`config.mk`:
```
export PLATFORM = sky130hd
export DESIGN_NAME = parity_transmitter_flat
export DESIGN_NICKNAME = d
export VERILOG_FILES = /design/src/rtl/parity_transmitter_if.sv /design/src/rtl/parity_transmitter.sv /design/src/flat_wrapper.sv
export SDC_FILE = /design/constraint.sdc
export NUM_CORES = 1
export LEC_CHECK = 0
export ABC_CLOCK_PERIOD_IN_PS = 2700
export CORE_UTILIZATION = 55
export DETAILED_ROUTE_END_ITERATION = 16
export HOLD_SLACK_MARGIN = 0.1
export PLACE_DENSITY = 0.78
export SLEW_MARGIN = 20
export SYNTH_ARGS = -nofsm -noshare
export SYNTH_HDL_FRONTEND = slang
export SYNTH_SLANG_ARGS = --single-unit
```
`constraint.sdc`:
```
create_clock -name clk -period 2.7 [get_ports clk]
set_input_delay 0.54 -clock clk [delete_from_list [all_inputs] [get_ports clk]]
set_output_delay 0.54 -clock clk [all_outputs]
set_load 0.02 [all_outputs]
```
`src/rtl/parity_transmitter_if.sv`:
```
// Byte-wide producer side of the parity transmitter plus its serial-line outputs.
// Handshake: the producer holds data_valid with bus_value; a request is taken on a
// rising edge only while busy=0, busy rises the next cycle and requests are ignored until it falls.
interface parity_transmitter_if;
  logic [7:0] bus_value;
  logic       data_valid;
  logic       data_out;
  logic       busy;
  logic       tx_done;

  modport master (
    output bus_value,
    output data_valid,
    input  data_out,
    input  busy,
    input  tx_done
  );

  modport slave (
    input  bus_value,
    input  data_valid,
    output data_out,
    output busy,
    output tx_done
  );
endinterface

```
`src/rtl/parity_transmitter.sv`:
```
// UART-style serialiser: start bit, 8 data bits LSB first, parity bit, stop bit.
// All outputs are registered; state is exposed on state_dbg for checkers.
module parity_transmitter #(
  parameter int CLKS_PER_BIT = 4,
  parameter bit PARITY_ODD   = 1'b0
) (
  input  logic                 clk,
  input  logic                 rst,
  parity_transmitter_if.slave  bus,
  output logic [2:0]           state_dbg
);

  typedef enum logic [2:0] {
    IDLE   = 3'd0,
    START  = 3'd1,
    DATA   = 3'd2,
    PARITY = 3'd3,
    STOP   = 3'd4
  } state_t;

  localparam int CW = (CLKS_PER_BIT > 1) ? $clog2(CLKS_PER_BIT) : 1;
  localparam logic [CW-1:0] CNT_LAST = CW'(CLKS_PER_BIT - 1);
  localparam logic [CW-1:0] CNT_ONE  = CW'(1);

  state_t          state;
  logic [CW-1:0]   cyc;
  logic [2:0]      bit_idx;
  logic [7:0]      shreg;
  logic            parity_bit;
  logic            bit_end;

  assign bit_end   = (cyc == CNT_LAST);
  assign state_dbg = state;

  // data_out is loaded with the value of the state being entered, so the line
  // changes on the same edge as the state register.
  always_ff @(posedge clk or posedge rst) begin
    if (rst) begin
      state        <= IDLE;
      cyc          <= '0;
      bit_idx      <= '0;
      shreg        <= '0;
      parity_bit   <= 1'b0;
      bus.data_out <= 1'b1;
      bus.busy     <= 1'b0;
      bus.tx_done  <= 1'b0;
    end else begin
      bus.tx_done <= 1'b0;
      case (state)
        IDLE: begin
          if (bus.data_valid) begin
            shreg        <= bus.bus_value;
            parity_bit   <= (^bus.bus_value) ^ PARITY_ODD;
            cyc          <= '0;
            bit_idx      <= '0;
            state        <= START;
            bus.data_out <= 1'b0;
            bus.busy     <= 1'b1;
          end
        end
        START: begin
          if (bit_end) begin
            cyc          <= '0;
            state        <= DATA;
            bus.data_out <= shreg[0];
          end else begin
            cyc <= cyc + CNT_ONE;
          end
        end
        DATA: begin
          if (bit_end) begin
            cyc <= '0;
            if (bit_idx == 3'd7) begin
              bit_idx      <= '0;
              state        <= PARITY;
              bus.data_out <= parity_bit;
            end else begin
              bit_idx      <= bit_idx + 3'd1;
              shreg        <= {1'b0, shreg[7:1]};
              bus.data_out <= shreg[1];
            end
          end else begin
            cyc <= cyc + CNT_ONE;
          end
        end
        PARITY: begin
          if (bit_end) begin
            cyc          <= '0;
            state        <= STOP;
            bus.data_out <= 1'b1;
            // With one clock per bit the only stop cycle is also the last one.
            bus.tx_done  <= (CNT_LAST == '0);
          end else begin
            cyc <= cyc + CNT_ONE;
          end
        end
        STOP: begin
          if (bit_end) begin
            cyc      <= '0;
            state    <= IDLE;
            bus.busy <= 1'b0;
          end else begin
            cyc         <= cyc + CNT_ONE;
            bus.tx_done <= ((cyc + CNT_ONE) == CNT_LAST);
          end
        end
        default: begin
          state        <= IDLE;
          cyc          <= '0;
          bit_idx      <= '0;
          bus.data_out <= 1'b1;
          bus.busy     <= 1'b0;
        end
      endcase
    end
  end

endmodule

```
`src/flat_wrapper.sv`:
```
// flat-port wrapper written by rule: the top's interface ports become plain ports
module parity_transmitter_flat 
#(
  parameter int CLKS_PER_BIT = 4,
  parameter bit PARITY_ODD   = 1'b0
)
  (clk, rst, state_dbg, bus_bus_value, bus_data_valid, bus_data_out, bus_busy, bus_tx_done);
  parity_transmitter_if bus_i ();
  input  logic clk;
  input  logic rst;
  output logic [2:0] state_dbg;
  input wire logic [$bits(bus_i.bus_value)-1:0] bus_bus_value;
  input wire logic [$bits(bus_i.data_valid)-1:0] bus_data_valid;
  output wire logic [$bits(bus_i.data_out)-1:0] bus_data_out;
  output wire logic [$bits(bus_i.busy)-1:0] bus_busy;
  output wire logic [$bits(bus_i.tx_done)-1:0] bus_tx_done;
  assign bus_i.bus_value = bus_bus_value;
  assign bus_i.data_valid = bus_data_valid;
  assign bus_data_out = bus_i.data_out;
  assign bus_busy = bus_i.busy;
  assign bus_tx_done = bus_i.tx_done;
  parity_transmitter #(.CLKS_PER_BIT(CLKS_PER_BIT), .PARITY_ODD(PARITY_ODD)) u_core (.clk(clk), .rst(rst), .bus(bus_i), .state_dbg(state_dbg));
endmodule
```
; ---- After elaboration in Yosys (flattened, before gate mapping)
; Cells that the tools add are included.
[totals]
regBits = 20
out_inout_bits = 6
elab_cells = 68
[op_classes]
add_sub_neg = 2
n_eq_ne = 14
muxes = 29
bitwise = 3
reduce_logical = 12
[op_table]
columns = cell, count
row1 = 3-bit 2-to-1 mux, 9
row2 = 8-bit 2-to-1 mux, 3
row3 = 8-bit one-hot mux with 2 select lines, 1
row4 = 3-bit one-hot mux with 5 select lines, 1
row5 = "2-bit by 1-bit inequality test with 1-bit output, second input constant", 5
row6 = 1-bit 2-to-1 mux, 9
row7 = 3-bit one-hot mux with 3 select lines, 1
row8 = 8-bit XOR reduction, 1
row9 = "3-bit by 2-bit equality test with 1-bit output, second input constant", 2
row10 = "3-bit equality test, second input constant", 2
row11 = 3-bit AND reduction, 2
row12 = 6-bit AND reduction, 1
row13 = 3-bit OR reduction, 2
row14 = 1-bit one-hot mux with 5 select lines, 1
row15 = 5-bit AND reduction, 1
row16 = "2-bit equality test, second input constant", 2
row17 = 2-bit 2-to-1 mux, 2
row18 = "2-bit inequality test, second input constant", 2
row19 = 2-bit one-hot mux with 2 select lines, 1
row20 = 4-bit AND reduction, 1
row21 = 4-bit OR reduction, 1
row22 = "3-bit by 1-bit adder with 3-bit output, second input constant", 1
row23 = "3-bit by 1-bit equality test with 1-bit output, second input constant", 1
row24 = 3-bit logical NOT, 1
row25 = other kinds (5), 7

; ---- Logic depth before layout (Yosys ltp)
[depth]
word_depth = 4
mapped_depth = 7

; ---- Least setup slack after synthesis
; OpenSTA, ideal clock, no wires.
[synth_path]
path_kind = register to register
start = register u_core.cyc[0]
end = register u_core.bit_idx[0]
arrival_time_ns = 1.375
required_ns = 2.575
slack_ns = 1.200
path_stages_with_launch = 7
path_cell_list = dfrtp_1 ha_1 buf_4 inv_1 a21oi_1 o21ai_2 mux2_2
[synth_between]
elab_chain_cells = 3
[synth_lines]
columns = item, line
row1 = start: declaration, parity_transmitter.sv:26  ; logic [CW-1:0] cyc;
row2 = start signal: assignment, parity_transmitter.sv:67  ; cyc <= cyc + CNT_ONE;
row3 = start signal: assignment, parity_transmitter.sv:83  ; cyc <= cyc + CNT_ONE;
row4 = start signal: assignment, parity_transmitter.sv:94  ; cyc <= cyc + CNT_ONE;
row5 = 2-bit equality test, parity_transmitter.sv:32  ; assign bit_end = (cyc == CNT_LAST);
row6 = 2-bit by 1-bit inequality test with 1-bit output (no source line), --
row7 = 3-bit AND reduction (no source line), --
row8 = end signal: assignment, parity_transmitter.sv:78  ; bit_idx <= bit_idx + 3'd1;
row9 = end: declaration, parity_transmitter.sv:27  ; logic [2:0] bit_idx;
; Every way passes these cells.
; A chain may end at the register's enable or synchronous reset.

; ---- Final worst setup path
[layout_path]
start = register u_core.state[1] (netlist: u_core.state_dbg[1])
end = output state_dbg[1]
[layout_rtl]
columns = item, line
row1 = start: declaration, parity_transmitter.sv:25  ; state_t state;
row2 = start signal: assignment, parity_transmitter.sv:39  ; state <= IDLE;
row3 = start signal: assignment, parity_transmitter.sv:56  ; state <= START;
row4 = start signal: assignment, parity_transmitter.sv:64  ; state <= DATA;
row5 = end: declaration, flat_wrapper.sv:11  ; output logic [2:0] state_dbg;
; No word-level cell between the ends.

==> results.tsv <==
stage	metric	value	unit
power_and_ir_drop	clock share of power	11.2	%
clocking	hold_buf cts	0	
timing	max-slew violations	0	
run	max cap viols	0	
worst_setup_path	Worst R2R Path Depth	5	
clocking	Root Driver	clkbuf_4	
synth	Distinct cells, synth	38	
clocking	CTS buffer count	3	
clocking	TritonCTS clock tree	done	
detailed_routing	DRC viols	0	
worst_setup_path	crit path max-delay cell type	clkdlybuf4s50_1	
timing	fmax	452	MHz
power_and_ir_drop	Reg power frac	42.6	%
detailed_routing	Via density	5.25	
detailed_routing	WL final	1.93	mm
synth	synthesized area	1170	um2
detailed_routing	DRT iter0 DRCs	6	
timing	Max-slew headroom	49.6	%
worst_setup_path	Worst path depth	1	
worst_setup_path	Critical Path Max Stage Delay	0.70	ns
synth	Post-Synthesis Cells	112	
timing	fin crit share	81.9	%
die	I/O pin cnt	17	
clocking	CTS max path bufs	2	
synth	number of warning messages in the yosys log	0	
die	num rows	16	
detailed_routing	Vias	803	
timing	Fin. Hold Viols	0	
clocking	Post-CTS Resized	0	
synth	Synth area leader	dfrtp_1	
worst_setup_path	Top delay family on crit path	buffers and inverters	
synth	Simple-Gate Fraction of Synth Area	15.3	%
grt	first-pass GRT wire length	3.17	mm
timing	final setup violation count	0	
synth	share of the synthesized area in the top cell type	40.7	%
die	Initial Util	58.9	%
clocking	Skew-Pair Late Insertion Delay	0.30	ns
synth	Yosys reg bits	20	
layout	commonest cells after routing, fill and taps aside	19 x dfrtp_1, 16 x clkdlybuf4s50_1, 14 x nand2_1, 10 x mux2i_1, 7 x xnor2_1	
power_and_ir_drop	Sw Share	40.5	%
placement	PortBufs	16	
grt	GRT Overall Usage	20.5	%
worst_hold_path	WHS Path Cells	1	
worst_setup_path	crit-path cells	clkdlybuf4s50_1	
worst_setup_path	Startpoint Class	flop	
die	CORE AREA	1980	um2
worst_setup_path	Buf/Inv on CP	1	
worst_setup_path	CP Data Required Time	2.16	ns
timing	clk_skew	0.00448	ns
synth	Seq/Total Area, Yosys	43.0	%
clocking	clock slew at reported path FFs	0.11	ns
grt	largest net degree at the start of global routing	21	
power_and_ir_drop	Power Internal	0.000787	W
grt	GR Overflow Total	0	
synth	Post-Syn Nets	128	
timing	Worst-Margin Slew	0.756	ns
clocking	H-tree depth	1	
timing	minimum clock period	2.21	ns
layout	Inserted Diodes	0	
die	full die area	2310	um2
timing	WHS	0.494	ns
placement	gp weighted congestion	0.831	
synth	Synth Area in Compound Gates	13.0	%
power_and_ir_drop	NetSw	0.000536	W
power_and_ir_drop	maximum vdd drop	0.467	mV
layout	final-stage net count	143	
timing	final setup TNS	0	ns
worst_setup_path	crit path DAT	1.67	ns
grt	vias in the first global route	721	
detailed_routing	WL/cell	12.6	um
placement	detailed placement HPWL	1.45	mm
worst_setup_path	critical path class	reg -> out	
synth	Post-Synth XOR/XNOR Area	6.00	%
synth	post-synthesis average cell area	10.4	um2
die	Die W	48.1	um
worst_setup_path	CP Capture Type	output port	
power_and_ir_drop	Cell Pwr Density	992	nW/um2
clocking	CTS Sinks	20	
layout	share of cells above drive strength 1	8.73	%
power_and_ir_drop	total power	0.00132	W
detailed_routing	First-pass DRT Iterations	4	
synth	adder-cell share of the synthesized area	5.36	%
power_and_ir_drop	Leak	0.602	nW
timing	unrepaired setup endpoints after global routing	false	
detailed_routing	post-route ant nets	0	
worst_hold_path	hold crit path type	reg -> reg	
synth	top post-synthesis cells by area	dfrtp_1 41%, mux2i_1 8.6%, ha_1 5.4%, xnor2_1 5.3%, nand2_1 4.5%	
layout	most common cell after layout, fill and taps aside	dfrtp_1	
synth	largest family of logic cells by synthesized area	simple AND/OR/NAND/NOR gates	
synth	mux cell area share after synthesis	10.8	%
die	Die Span Y	48.1	um
grt	initial antenna violation count	0	
layout	Syn-to-layout area delta	14.3	%
worst_setup_path	Crit Path Max Fanout	13	
outcome	status	completed	
clocking	setup bufs post-CTS	0	
power_and_ir_drop	logic gate share of total power	46.2	%
path summary, 6_finish.rpt:
kind                       slack [ns]                             from                         endpoint
setup / recovery                 0.49  u_core.state_dbg[1]$_DFFE_PP0P_                     state_dbg[1]
setup reg to reg                 1.05        u_core.cyc[0]$_DFFE_PP0P_    u_core.bit_idx[0]$_DFFE_PP0P_
hold reg to reg                  0.49      u_core.bus.busy$_DFFE_PP0P_      u_core.bus.busy$_DFFE_PP0P_
max in group asynchronous        1.57                              rst  u_core.state_dbg[2]$_DFFE_PP0P_
min in group asynchronous        0.66                              rst      u_core.shreg[1]$_DFFE_PP0P_
hold / removal                   0.49      u_core.bus.busy$_DFFE_PP0P_      u_core.bus.busy$_DFFE_PP0P_
cells in the mapped netlist, drive strengths merged:
library cell,number
and2,1
ha,5
a21oi,2
nor2,6
o31ai,1
a311oi,1
and3,1
buf,6
o32ai,1
nand4b,1
a21o,1
nand2b,1
nor3b,1
dfstp,1
and3b,1
xor2,1
o21ai,13
dfrtp,19
mux2,2
nand2,15
mux2i,10
and2b,1
o21a,1
xnor2,7
a31oi,2
o31a,1
inv,6
nor3,3
nand3b,1
final cells by class:
| cell class | instances | area [um2] |
|---|---|---|
| clock buffers | 4 | 26.3 |
| fillers | 153 | 648 |
| inverters | 6 | 22.5 |
| multi-input cells | 80 | 589 |
| flip-flops and latches | 20 | 502 |
| well taps | 27 | 33.8 |
| repair buffers | 16 | 160 |
registers in the layout (all words and copies together) (netlist names):
register and count:
u_core.shreg 8, u_core.bit_idx 3, u_core.state_dbg 3, u_core.cyc 2, u_core.bus.busy 1, u_core.bus.data_out 1, u_core.bus.tx_done 1, u_core.parity_bit 1
cells by family after synthesis:
kind of cell / after synthesis
and+or+nand+nor: 32
adders and majority gates: 5
xor gates and xnor gates: 8
muxes: 12
buffers and inverters: 12
DFF: 20
AOI/OAI and AO/OA: 23
stage by stage:
stage | cell area [um2] | util, % | instances | setup WS (ns)
final | 1330 | 67.3 | 153 | 0.489
after CTS | 1330 | 67.3 | 153 | 0.481
after floorplan | 1170 | - | 112 | 1.20
after global routing | 1330 | 67.3 | 153 | 0.389
after global placement | 1310 | 66.0 | 149 | 0.845
after detailed placement | 1310 | 66.0 | 149 | 0.826
power by group through the flow:
stage | registers (W) | clock network (W) | logic (W)
floorplan | 0.000532 | 0 | 0.000529
global placement | 0.000562 | 0 | 0.000596
detailed placement | 0.000568 | 0 | 0.000618
CTS | 0.000563 | 0.000153 | 0.000620
global route | 0.000584 | 0.000162 | 0.000687
finish | 0.000564 | 0.000148 | 0.000612
metal layers:
metal / track usage (%) / part of all wire (%) / vias up
li1: - / - / 410
met1: 29.6 / 50 / 374
met2: 28.9 / 46 / 15
met3: 4.53 / 3.0 / 4
met4: 10.0 / 1.1 / 0
met5: 0 / 0 / -
Note: power is estimated with default switching activity, not from simulation.
